`config.mk`:
```
export PLATFORM = sky130hd
export DESIGN_NAME = mux_pkt_arbiter_flat
export DESIGN_NICKNAME = d
export VERILOG_FILES = /design/src/rtl/mux_pkt_arbiter_if.sv /design/src/rtl/mux_pkt_arbiter.sv /design/src/flat_wrapper.sv
export SDC_FILE = /design/constraint.sdc
export NUM_CORES = 1
export LEC_CHECK = 0
export CORE_UTILIZATION = 50
export CTS_CLUSTER_SIZE = 24
export DETAILED_ROUTE_END_ITERATION = 7
export PLACE_DENSITY = 0.86
export SLEW_MARGIN = 20
export SYNTH_ARGS = -nofsm -noshare
export SYNTH_HDL_FRONTEND = slang
export SYNTH_SLANG_ARGS = --single-unit
```
`constraint.sdc`:
```
create_clock -name clk -period 2.68 [get_ports clk]
set_input_delay 0.536 -clock clk [delete_from_list [all_inputs] [get_ports clk]]
set_output_delay 0.536 -clock clk [all_outputs]
set_load 0.02 [all_outputs]
```
`src/rtl/mux_pkt_arbiter_if.sv`:
```
// Flit-mux handshake bundle: per-port flit type/valid and downstream ready in,
// registered mux select, per-port grants and the combinational transfer strobe out.
interface mux_pkt_arbiter_if #(
   parameter int TYPEW = 2,
   parameter int SELW  = 5
);
   logic [TYPEW-1:0] itype_0;
   logic             ivalid_0;
   logic [TYPEW-1:0] itype_1;
   logic             ivalid_1;
   logic             ordy;
   logic [SELW-1:0]  sel;
   logic             grant_0;
   logic             grant_1;
   logic             xfer;

   modport master (
      output itype_0, ivalid_0, itype_1, ivalid_1, ordy,
      input  sel, grant_0, grant_1, xfer
   );

   modport slave (
      input  itype_0, ivalid_0, itype_1, ivalid_1, ordy,
      output sel, grant_0, grant_1, xfer
   );
endinterface

```
`src/rtl/mux_pkt_arbiter.sv`:
```
// Packet-level round-robin arbiter steering a 2:1 flit mux: holds the granted
// port from HEAD to TAIL, with a stall watchdog and per-port packet counters.
module mux_pkt_arbiter #(
   parameter int TYPEW   = 2,
   parameter int SELW    = 5,
   parameter int TIMEOUT = 16,
   parameter int CNTW    = 16
) (
   input  logic             clk,
   input  logic             rst_,
   mux_pkt_arbiter_if.slave bus,
   output logic             err_timeout,
   output logic             err_proto,
   output logic [CNTW-1:0]  pkt_cnt_0,
   output logic [CNTW-1:0]  pkt_cnt_1
);
   localparam int WDW = (TIMEOUT > 0) ? $clog2(TIMEOUT + 1) : 1;
   localparam logic [TYPEW-1:0] T_HEAD = TYPEW'(1);
   localparam logic [TYPEW-1:0] T_TAIL = TYPEW'(3);

   typedef enum logic [1:0] {IDLE, BUSY0, BUSY1} state_t;

   state_t            state, state_nx;
   logic [SELW-1:0]   sel_q, sel_nx;
   logic              prio, prio_nx;
   logic [WDW-1:0]    wdog, wdog_nx;
   logic              mid, mid_nx;
   logic              err_t_nx, err_p_nx;
   logic              inc_0, inc_1;
   logic              win;

   logic              owner;
   logic              own_valid;
   logic [TYPEW-1:0]  own_type;
   logic              req_0, req_1, other_req;
   logic              xfer_c;

   assign owner     = (state == BUSY1);
   assign own_valid = owner ? bus.ivalid_1 : bus.ivalid_0;
   assign own_type  = owner ? bus.itype_1 : bus.itype_0;
   assign req_0     = bus.ivalid_0 && (bus.itype_0 == T_HEAD);
   assign req_1     = bus.ivalid_1 && (bus.itype_1 == T_HEAD);
   assign other_req = owner ? req_0 : req_1;
   assign xfer_c    = (state != IDLE) && own_valid && bus.ordy;

   assign bus.xfer    = xfer_c;
   assign bus.sel     = sel_q;
   assign bus.grant_0 = (state == BUSY0);
   assign bus.grant_1 = (state == BUSY1);

   // The packet's own HEAD is its first transfer; `mid` marks that it has gone,
   // so only a later HEAD from the owner counts as a protocol error.
   always_comb begin
      state_nx = state;
      sel_nx   = sel_q;
      prio_nx  = prio;
      wdog_nx  = wdog;
      mid_nx   = mid;
      err_t_nx = 1'b0;
      err_p_nx = 1'b0;
      inc_0    = 1'b0;
      inc_1    = 1'b0;
      win      = 1'b0;
      case (state)
         IDLE: begin
            if (req_0 || req_1) begin
               win      = (req_0 && req_1) ? prio : req_1;
               state_nx = win ? BUSY1 : BUSY0;
               sel_nx   = SELW'(win);
               wdog_nx  = '0;
               mid_nx   = 1'b0;
            end
         end
         BUSY0, BUSY1: begin
            if (xfer_c) begin
               wdog_nx = '0;
               if (own_type == T_TAIL) begin
                  inc_0   = !owner;
                  inc_1   = owner;
                  prio_nx = !owner;
                  mid_nx  = 1'b0;
                  if (other_req) begin
                     state_nx = owner ? BUSY0 : BUSY1;
                     sel_nx   = SELW'(!owner);
                  end else begin
                     state_nx = IDLE;
                  end
               end else begin
                  err_p_nx = mid && (own_type == T_HEAD);
                  mid_nx   = 1'b1;
               end
            end else if ((TIMEOUT != 0) && (wdog == WDW'(TIMEOUT - 1))) begin
               state_nx = IDLE;
               err_t_nx = 1'b1;
               prio_nx  = !owner;
            end else begin
               wdog_nx = wdog + WDW'(1);
            end
         end
         default: state_nx = IDLE;
      endcase
   end

   always_ff @(posedge clk) begin
      if (!rst_) begin
         state       <= IDLE;
         sel_q       <= '0;
         prio        <= 1'b0;
         wdog        <= '0;
         mid         <= 1'b0;
         err_timeout <= 1'b0;
         err_proto   <= 1'b0;
         pkt_cnt_0   <= '0;
         pkt_cnt_1   <= '0;
      end else begin
         state       <= state_nx;
         sel_q       <= sel_nx;
         prio        <= prio_nx;
         wdog        <= wdog_nx;
         mid         <= mid_nx;
         err_timeout <= err_t_nx;
         err_proto   <= err_p_nx;
         if (inc_0) pkt_cnt_0 <= pkt_cnt_0 + CNTW'(1);
         if (inc_1) pkt_cnt_1 <= pkt_cnt_1 + CNTW'(1);
      end
   end
endmodule

```
`src/flat_wrapper.sv`:
```
// flat-port wrapper written by rule: the top's interface ports become plain ports
module mux_pkt_arbiter_flat 
#(
   parameter int TYPEW   = 2,
   parameter int SELW    = 5,
   parameter int TIMEOUT = 16,
   parameter int CNTW    = 16
)
  (clk, rst_, err_timeout, err_proto, pkt_cnt_0, pkt_cnt_1, bus_itype_0, bus_ivalid_0, bus_itype_1, bus_ivalid_1, bus_ordy, bus_sel, bus_grant_0, bus_grant_1, bus_xfer);
  mux_pkt_arbiter_if #(.TYPEW(TYPEW), .SELW(SELW)) bus_i ();
  input  logic clk;
  input  logic rst_;
  output logic err_timeout;
  output logic err_proto;
  output logic [CNTW-1:0] pkt_cnt_0;
  output logic [CNTW-1:0] pkt_cnt_1;
  input wire logic [$bits(bus_i.itype_0)-1:0] bus_itype_0;
  input wire logic [$bits(bus_i.ivalid_0)-1:0] bus_ivalid_0;
  input wire logic [$bits(bus_i.itype_1)-1:0] bus_itype_1;
  input wire logic [$bits(bus_i.ivalid_1)-1:0] bus_ivalid_1;
  input wire logic [$bits(bus_i.ordy)-1:0] bus_ordy;
  output wire logic [$bits(bus_i.sel)-1:0] bus_sel;
  output wire logic [$bits(bus_i.grant_0)-1:0] bus_grant_0;
  output wire logic [$bits(bus_i.grant_1)-1:0] bus_grant_1;
  output wire logic [$bits(bus_i.xfer)-1:0] bus_xfer;
  assign bus_i.itype_0 = bus_itype_0;
  assign bus_i.ivalid_0 = bus_ivalid_0;
  assign bus_i.itype_1 = bus_itype_1;
  assign bus_i.ivalid_1 = bus_ivalid_1;
  assign bus_i.ordy = bus_ordy;
  assign bus_sel = bus_i.sel;
  assign bus_grant_0 = bus_i.grant_0;
  assign bus_grant_1 = bus_i.grant_1;
  assign bus_xfer = bus_i.xfer;
  mux_pkt_arbiter #(.TYPEW(TYPEW), .SELW(SELW), .TIMEOUT(TIMEOUT), .CNTW(CNTW)) u_core (.clk(clk), .rst_(rst_), .bus(bus_i), .err_timeout(err_timeout), .err_proto(err_proto), .pkt_cnt_0(pkt_cnt_0), .pkt_cnt_1(pkt_cnt_1));
endmodule
```
# == After elaboration in Yosys (flattened, before gate mapping) ==
# Index checks and enable logic that the tools add are counted.
# totals
n_memories,0
mem_bits_rw,0
elab_cells,85
latch_bits,0
input_bits,9
output_inout_bits,42
ff_bits,48
mem_bits_ro,0
# classes
addsub,3
n_reduce_logical,20
order_cmp,0
n_eq_ne,15
n_div,0
bitwise_logic,3
shifts,0
n_mux,35
mul,0
# op_table
op,n
2-to-1 mux 5 bit,7
"adder 16 x 1 -> 16 bit, second input constant",2
one-hot mux 5 bit (2 select lines),2
2-to-1 mux 1 bit,16
2-to-1 mux 2 bit,8
AND reduction 3 bit,4
"== test 2 x 1 -> 1 bit, second input constant",4
"!= test 2 x 1 -> 1 bit, second input constant",4
logical AND 1 bit,6
"!= test 3 x 2 -> 1 bit, second input constant",2
nonzero test 2 bit,3
"adder 5 x 1 -> 5 bit, second input constant",1
"== test 5 x 4 -> 1 bit, second input constant",1
AND reduction 5 bit,1
"== test 2 bit, second input constant",2
one-hot mux 2 bit (2 select lines),1
OR reduction 4 bit,1
"!= test 3 bit, second input constant",1
NOT 1 bit,3
OR reduction 3 bit,1
logical NOT 2 bit,1
"!= test 2 bit, second input constant",1
one-hot mux 1 bit (2 select lines),1
OR reduction 2 bit,1
other kinds (2),2

# == Depth between registers and ports, before layout ==
# Gate-level depths: netlist (run 1).
# logic_depth
depth_word,7
mapped_depth,8
ltp_nobuf,7

# == Least setup slack after synthesis (run 1) ==
# OpenSTA, ideal clock, no wires.
# synth_timing
path_kind,reg2reg
from,register u_core.state[0]
to,register u_core.pkt_cnt_0[15]
required_ps,2610
path_stages_with_launch,9
slack_ps,246
setup_ps,70
n_path_buf,1
arrival_ps,2363
path_cell_list,dfxtp_1 > inv_1 > ha_1 > buf_4 > mux2i_2 > nor4b_4 > nand4_4 > or4_1 > a21oi_1
# synth_via
elab_chain_len,6
elab_cells_between_ends,13
classes_between,3 x eq/ne; 5 x mux; 5 x reduce/logical
# synth_lines
element,line,rtl
start: declaration,mux_pkt_arbiter.sv:23,"state_t state, state_nx;"
start signal: assignment,mux_pkt_arbiter.sv:116,state <= state_nx;
== test 2 bit (*),--,
named net bus_grant_1,flat_wrapper.sv:24,output wire logic [$bits(bus_i.grant_1)-1:0] bus_grant_1;
2-to-1 mux 2 bit / 2-to-1 mux 1 bit (equally long branches),"mux_pkt_arbiter.sv:40, mux_pkt_arbiter.sv:39",
== test 2 bit / logical AND 1 bit (equally long branches),"mux_pkt_arbiter.sv:77, mux_pkt_arbiter.sv:44",
2-to-1 mux 1 bit / logical AND 1 bit (equally long branches),"mux_pkt_arbiter.sv:77, mux_pkt_arbiter.sv:44",
2-to-1 mux 1 bit,mux_pkt_arbiter.sv:75,if (xfer_c) begin
2-to-1 mux 1 bit (*),mux_pkt_arbiter.sv:64,case (state)
end signal: assignment,mux_pkt_arbiter.sv:123,if (inc_0) pkt_cnt_0 <= pkt_cnt_0 + CNTW'(1);
end: declaration,mux_pkt_arbiter.sv:14,"output logic [CNTW-1:0] pkt_cnt_0,"
# Mark *: on every way through the listed nets, which the timed path passes. The rest lies on a longest branch.
# A chain may end at the register's enable or synchronous reset.

# == Worst setup path after layout (run 1) ==
# layout_timing
from,register u_core.state[0]
to,output port bus_xfer
# layout_via
elab_chain_len,4
elab_cells_between_ends,5
classes_between,1 x eq/ne; 1 x mux; 3 x reduce/logical
# layout_lines
element,line,rtl
== test 2 bit,mux_pkt_arbiter.sv:38,assign owner = (state == BUSY1);
2-to-1 mux 1 bit,mux_pkt_arbiter.sv:39,assign own_valid = owner ? bus.ivalid_1 : bus.ivalid_0;
logical AND 1 bit (*) (2 in a row),mux_pkt_arbiter.sv:44,assign xfer_c = (state != IDLE) && own_valid && bus.ordy;
end: declaration,flat_wrapper.sv:25,output wire logic [$bits(bus_i.xfer)-1:0] bus_xfer;
# Mark *: on every way between the ends. The rest lies on a longest branch, timed or not.

==> impl_metrics.env, run 1 <==
export IMPL_rr_endpoint="u_core.pkt_cnt_0[15]"
export IMPL_synth_top_cells_by_area="dfxtp_1 39%, ha_1 5.0%, xor2_1 4.6%"
export IMPL_finalNetCount=335
export IMPL_cts_max_level=2
export IMPL_drive_gt1_frac=0.0943
export IMPL_rsz0062_at_grt="no"
export IMPL_antenna_found_initial=0
export IMPL_finalSetupViolCount=0
export IMPL_reg2reg_depth=8
export IMPL_synth_edff_count=0
export IMPL_yosys_cell_types_count=46
export IMPL_startpoint_type="flop"
export IMPL_clock_fmax_ghz=0.398
export IMPL_ys_ff_latch=44
export IMPL_dpl_hpwl_mm=3.67
export IMPL_crit_type="flop to primary output"
export IMPL_yosysTopAreaCell="dfxtp_1"
export IMPL_cp_max_fo=7
export IMPL_postCtsSetupBuffers=0
export IMPL_power_leakage_uw=0.00109
export IMPL_yosys_area_share_simple=0.279
export IMPL_clk_latency_ns=0.31
export IMPL_cp_slowest_cell="mux2i_2"
export IMPL_die_area_um2=4810
export IMPL_synthAdderAreaFrac=0.0496
export IMPL_hold_depth=2
export IMPL_tightest_slew_ns=0.474
export IMPL_pre_cts_ws_ns=0.0288
export IMPL_nFillCells=343
export IMPL_portBuffers=46
export IMPL_io_pins=51
export IMPL_numCtsBuffers=5
export IMPL_clock_path_buffers=2
export IMPL_viasPerCell=5.81
export IMPL_crit_chain="inv_1 > ha_1 > mux2i_2 > nor2_1 > dlygate4sd2_1"
export IMPL_finalSetupTns_ns=0
export IMPL_arrival_ns=1.98
export IMPL_cts_root_buffer="clkbuf_8"
export IMPL_synth_main_ff_cell="dfxtp_1"
export IMPL_start_util=0.521
export IMPL_end_kind="primary output"
export IMPL_grt_pass1_vias=1990
export IMPL_multi_input_area_um2=1300
export IMPL_grt_max_degree=26
export IMPL_grt_pass1_wl_mm=8.86
export IMPL_core_um2=4350
export IMPL_max_stage_delay_ns=0.43
export IMPL_synth_top_family_by_area="simple AND/OR/NAND/NOR gates"
export IMPL_grt_total_usage=0.227
export IMPL_syn_to_final_growth_pct=30.5
export IMPL_ys_seq_area_frac=0.388
export IMPL_drv_cap=0
export IMPL_synthMuxAreaShare=0.0513
export IMPL_vdd_ir_drop_max_uv=408
export IMPL_fin_crit_ns=2.51
export IMPL_overflow=0
export IMPL_seq_area_um2=881
export IMPL_regToRegSetupSlack_ns=0.26
export IMPL_fin_crit_sh=0.938
export IMPL_synth_xor_area_frac=0.0579
export IMPL_cts_sinks=44
export IMPL_power_density_nw_per_um2=553
export IMPL_path_clk_slew_ns=0.08
export IMPL_synth_compound_area_frac=0.128
export IMPL_max_slew_margin_rel=0.678
export IMPL_die_w_um=69.4
export IMPL_hold_path_class="flop to flop"
export IMPL_drc_errors=0
export IMPL_synth_top_area_frac=0.388
export IMPL_hold_end="u_core.pkt_cnt_1[15]"
export IMPL_synthCells=261
export IMPL_drtIter0Drc=172
export IMPL_post_drt_wl_per_cell_um=14.4
export IMPL_worstHoldStart="u_core.pkt_cnt_1[15]"
export IMPL_place_gp_congestion=0.868
export IMPL_cts_tree="done"
export IMPL_diodes=0
export IMPL_syn_area_um2=2270
export IMPL_drv_slew=0
export IMPL_final_antenna_net_count=0
export IMPL_required_ns=2.14
export IMPL_synthArstFlopShare=0
export IMPL_firstDrtPassIters=5
export IMPL_totalWireLength_mm=5.32
export IMPL_setup_ws_ns=0.166
export IMPL_final_hold_viol_count=0
export IMPL_dr_total_vias=2150
export IMPL_die_h_um=69.4
export IMPL_fin_skew_ns=0.00737
export IMPL_worstReg2RegStart="u_core.state[0]"
export IMPL_rows=24
export IMPL_status="finished, final reports clean"
export IMPL_synthesis_area_per_instance_um2=8.69
export IMPL_synth_warnings=0
## repair_timing
item,CTS,global route
hold buffers,0,0
resized for setup,1,0
endpoints found under the setup margin,1,0
## state kept, by name, indices dropped and copies added (netlist names)
register	cells
u_core.bus.sel	1
u_core.err_timeout	1
u_core.prio	1
u_core.pkt_cnt_1	16
u_core.state	2
u_core.pkt_cnt_0	16
u_core.wdog	5
u_core.err_proto	1
u_core.mid	1
## worst max path at each step
stage	from	end	slack [ns]	depth (start not counted)
after global routing	u_core.state[0]	bus_xfer	0.04	5
after floorplan	u_core.state[0]	u_core.pkt_cnt_0[15]	0.25	8
after CTS	u_core.state[0]	bus_xfer	0.18	5
after global placement	bus_ivalid_1	bus_xfer	0.07	4
final	u_core.state[0]	bus_xfer	0.17	5
after detailed placement	bus_ivalid_1	bus_xfer	0.03	4
## synth_stat cells (3+ instances only)
cell type,instances
o32ai_1,3
ha_1,9
nand2_1,21
nor2_1,25
xnor2_1,3
nand4_1,15
inv_1,10
or3_1,8
o21ai_0,14
xor2_1,12
nand3_1,13
and2_1,3
nand2b_1,6
dfxtp_1,44
mux2i_1,8
and3_1,4
a21oi_1,14
o31ai_1,3
nand3b_1,3
clkbuf_1,6
buf_4,5
## metrics by stage
step | utilization | hold WS (ns) | instances | total power [uW] | cell area [um^2]
finish | 0.680 | 0.480 | 370 | 1640 | 2960
CTS | 0.680 | 0.482 | 370 | 1640 | 2960
global route | 0.680 | 0.494 | 370 | 1710 | 2960
global placement | 0.652 | 0.462 | 362 | 1090 | 2840
detailed placement | 0.652 | 0.468 | 362 | 1100 | 2840
floorplan | - | 0.425 | 264 | 969 | 2280
## metal layers
layer  part of all wire  vias up  track usage
met5                  0        -            0
met4              0.025        0        0.116
met3              0.061       15       0.0392
met2               0.49       83        0.384
met1               0.43     1015        0.276
li1                   -     1037            -
## placed cells by master (no fill, tap or decap), drive strengths merged, types with 4 or more instances in the layout
| master | count |
|---|---|
| nand4 | 17 |
| clkdlybuf4s50 | 45 |
| nor2 | 25 |
| nand2b | 6 |
| inv | 10 |
| dfxtp | 44 |
| or3 | 8 |
| xor2 | 12 |
| and3 | 4 |
| nand3 | 13 |
| nand2 | 21 |
| o21ai | 14 |
| a21oi | 14 |
| conb | 4 |
| mux2i | 9 |
| buf | 11 |
| ha | 9 |
| clkbuf | 6 |
## worst max-delay path: cells and delay by family, from the launching register on
family                   cells  cell delay [ns]
buffers and inverters        2             0.46
adder cells (fa/ha/maj)      1             0.24
multiplexers                 1             0.43
flip-flops                   1             0.39
AND/OR/NAND/NOR              1             0.16
## kinds of logic (layout without fill, tap and decap cells)
logic type | count (synthesis) | after routing
other | 1 | 4
muxes | 11 | 11
DFF | 44 | 44
AOI/OAI and AO/OA | 47 | 47
xor gates and xnor gates | 15 | 15
buffers and inverters | 22 | 76
and+or+nand+nor | 112 | 112
adders and majority gates | 9 | 9
## layout make-up
cell class / instances / area share
tap: 52 / 0.0220
inverter: 11 / 0.0139
clock inverter: 2 / 0.0131
clock buffer: 6 / 0.0279
multi-input combinational: 198 / 0.438
sequential: 44 / 0.298
timing repair buffer: 57 / 0.187
## power breakdown
group,internal (uW),switching (uW)
registers,675,19.3
logic,166,230
clock network,305,242
(Power assumes the default switching activity.)
==> run 2, diff against run 1 <==
--- a/config.mk
+++ b/config.mk
@@ -5,6 +5,7 @@
 export SDC_FILE = /design/constraint.sdc
 export NUM_CORES = 1
 export LEC_CHECK = 0
+export CAP_MARGIN = 30
 export CORE_UTILIZATION = 50
 export CTS_CLUSTER_SIZE = 24
 export DETAILED_ROUTE_END_ITERATION = 7
==> results of run 2 <==
The final DEF is identical to that of run 1; final timing and power are the same.
==> run 3, diff against run 2 <==
--- a/config.mk
+++ b/config.mk
@@ -6,9 +6,12 @@
 export NUM_CORES = 1
 export LEC_CHECK = 0
 export CAP_MARGIN = 30
-export CORE_UTILIZATION = 50
+export CELL_PAD_IN_SITES_DETAIL_PLACEMENT = 0
+export CELL_PAD_IN_SITES_GLOBAL_PLACEMENT = 1
+export CORE_UTILIZATION = 37
 export CTS_CLUSTER_SIZE = 24
 export DETAILED_ROUTE_END_ITERATION = 7
+export GPL_ROUTABILITY_DRIVEN = 0
 export PLACE_DENSITY = 0.86
 export SLEW_MARGIN = 20
 export SYNTH_ARGS = -nofsm -noshare
==> run 3 against run 2 <==
Against the previous run: maximum frequency is 5.9% higher; routed wire length down 2.6%; non-clock buffer count rose by 3; sequential power is essentially flat; hold slack lost 0.020 ns; clock-buffer cell count increased by 2; die area grew 34%; global-route usage shrank 5.8 points; critical path type is now flop to flop; largest power group unchanged.
==> impl_metrics.env, run 3 (same netlist as run 1, synthesis figures left out) <==
export IMPL_setup_ws_ns=0.305
export IMPL_drive_gt1_frac=0.0966
export IMPL_drtIter0Drc=130
export IMPL_post_route_util=0.503
export IMPL_place_area_um2=2880
export IMPL_die_h_um=80.3
export IMPL_sw_frac_of_total=0.308
export IMPL_core_um2=5920
export IMPL_power_leakage_uw=0.00110
export IMPL_switchingPower_uw=471
export IMPL_drv_cap=0
export IMPL_design_area_um2=2980
export IMPL_dpl_hpwl_mm=3.70
export IMPL_rows=28
export IMPL_start_util=0.383
export IMPL_drc_errors=0
export IMPL_final_common_cell="clkdlybuf4s50_1"
export IMPL_rsz0062_at_grt="no"
export IMPL_final_antenna_net_count=0
export IMPL_vdd_ir_drop_max_uv=238
export IMPL_p_comb_frac=0.265
export IMPL_clock_path_buffers=2
export IMPL_clock_fmax_ghz=0.421
export IMPL_startpoint_type="flop"
export IMPL_dr_total_vias=2060
export IMPL_totalWireLength_mm=5.18
export IMPL_hold_path_class="flop to flop"
export IMPL_intPower_uw=1060
export IMPL_postCtsSetupBuffers=0
export IMPL_cts_sinks=44
export IMPL_grt_pass1_vias=1855
export IMPL_grt_total_usage=0.169
export IMPL_seqPwrFrac=0.452
export IMPL_required_ns=2.92
export IMPL_reg_top3="u_core.pkt_cnt_0 x16, u_core.pkt_cnt_1 x16, u_core.wdog x5"
export IMPL_drv_slew=0
export IMPL_arrival_ns=2.62
export IMPL_status="finished, final reports clean"
export IMPL_max_stage_delay_ns=0.42
export IMPL_cts_tree="done"
export IMPL_diodes=0
export IMPL_grt_max_degree=22
export IMPL_crit_chain="inv_1 > ha_1 > buf_4 > mux2_1 > nor4b_4 > buf_4 > nand4_4 > or4_1 > a21oi_1"
export IMPL_finalNetCount=338
export IMPL_fin_crit_sh=0.886
export IMPL_power_density_nw_per_um2=514
export IMPL_fin_crit_ns=2.37
export IMPL_cp_common_cell="buf_4"
export IMPL_viasPerCell=5.20
export IMPL_path_clk_slew_ns=0.08
export IMPL_portBuffers=46
export IMPL_cts_root_buffer="clkbuf_8"
export IMPL_pre_cts_ws_ns=0.0815
export IMPL_crit_type="flop to flop"
export IMPL_grt_pass1_wl_mm=8.57
export IMPL_antenna_found_initial=0
export IMPL_cp_slowest_cell="or4_1"
export IMPL_layout_common_cells="45 x clkdlybuf4s50_1, 44 x dfxtp_1, 25 x nor2_1, 21 x nand2_1, 15 x nand4_1"
export IMPL_overflow=0
export IMPL_fin_skew_ns=0.00837
export IMPL_firstDrtPassIters=4
export IMPL_cts_max_level=2
export IMPL_numCtsBuffers=5
export IMPL_finalSetupTns_ns=0
export IMPL_finalSetupViolCount=0
export IMPL_final_hold_viol_count=0
export IMPL_syn_to_final_growth_pct=31.4
export IMPL_p_clk_frac=0.283
export IMPL_clk_latency_ns=0.30
export IMPL_end_kind="flop"
export IMPL_io_pins=51
export IMPL_die_w_um=80.3
export IMPL_cp_max_fo=10
export IMPL_post_drt_wl_per_cell_um=13.1
export IMPL_die_area_um2=6450
[run 3: changes by cell type in the layout (fill, tap and decap cells not counted), sizes merged]
cell	change
dlymetal6s2s	+1
buf	+3
clkinv	-1
bufinv	-1
dlygate4sd2	-1
clkbuf	+2
[run 3: worst paths after layout]
kind                                       from                    to  slack [ns]  cells after the start
worst max-delay path            u_core.state[0]  u_core.pkt_cnt_0[15]        0.31                      9
worst min-delay path                 u_core.mid      u_core.err_proto        0.46                      2
worst max register to register  u_core.state[0]  u_core.pkt_cnt_0[15]        0.31                      9
worst min register to register       u_core.mid      u_core.err_proto        0.46                      2
[run 3: critical path: cells and delay by family, from the launching register on]
family                   cells  cell delay, ns
adder cells (fa/ha/maj)      1            0.26
flip-flops                   1            0.40
AND/OR/NAND/NOR              3            0.77
multiplexers                 1            0.24
AO/OA/AOI/OAI                1            0.14
buffers and inverters        3            0.50
[run 3: final cells by class]
type	count	area (um^2)
inverter	11	41.3
tap	75	93.8
timing repair buffer	60	568
fill	574	2940
sequential	44	881
clock buffer	8	90.1
multi-input combinational	198	1310
[run 3: repair_timing]
item	4_1_cts	5_1_grt
hold buffers	0	0
endpoints found under the setup margin	0	1
resized for setup	0	2
[run 3: power groups by stage]
stage | clock network, uW | logic [uW] | registers (uW)
floorplan | 0 | 261 | 709
global placement | 0 | 398 | 707
detailed placement | 0 | 398 | 708
CTS | 442 | 401 | 693
global route | 473 | 444 | 696
finish | 433 | 405 | 693
[run 3: metrics by stage]
step	instances	total power, uW	hold slack [ns]
2_1_floorplan	264	969	0.425
3_3_place_gp	388	1110	0.452
3_5_place_dp	388	1110	0.455
4_1_cts	396	1540	0.465
5_1_grt	396	1610	0.501
6_report	396	1530	0.460
[run 3: per-layer routing]
metal | global-route usage | wire length [um] | part of all wire | vias to the layer above
met5 | 0 | 0 | 0 | -
met4 | 0.0429 | 16 | 0.0031 | 0
met3 | 0.0500 | 266 | 0.051 | 2
met2 | 0.260 | 2260 | 0.44 | 50
met1 | 0.229 | 2630 | 0.51 | 956
li1 | - | - | - | 1052
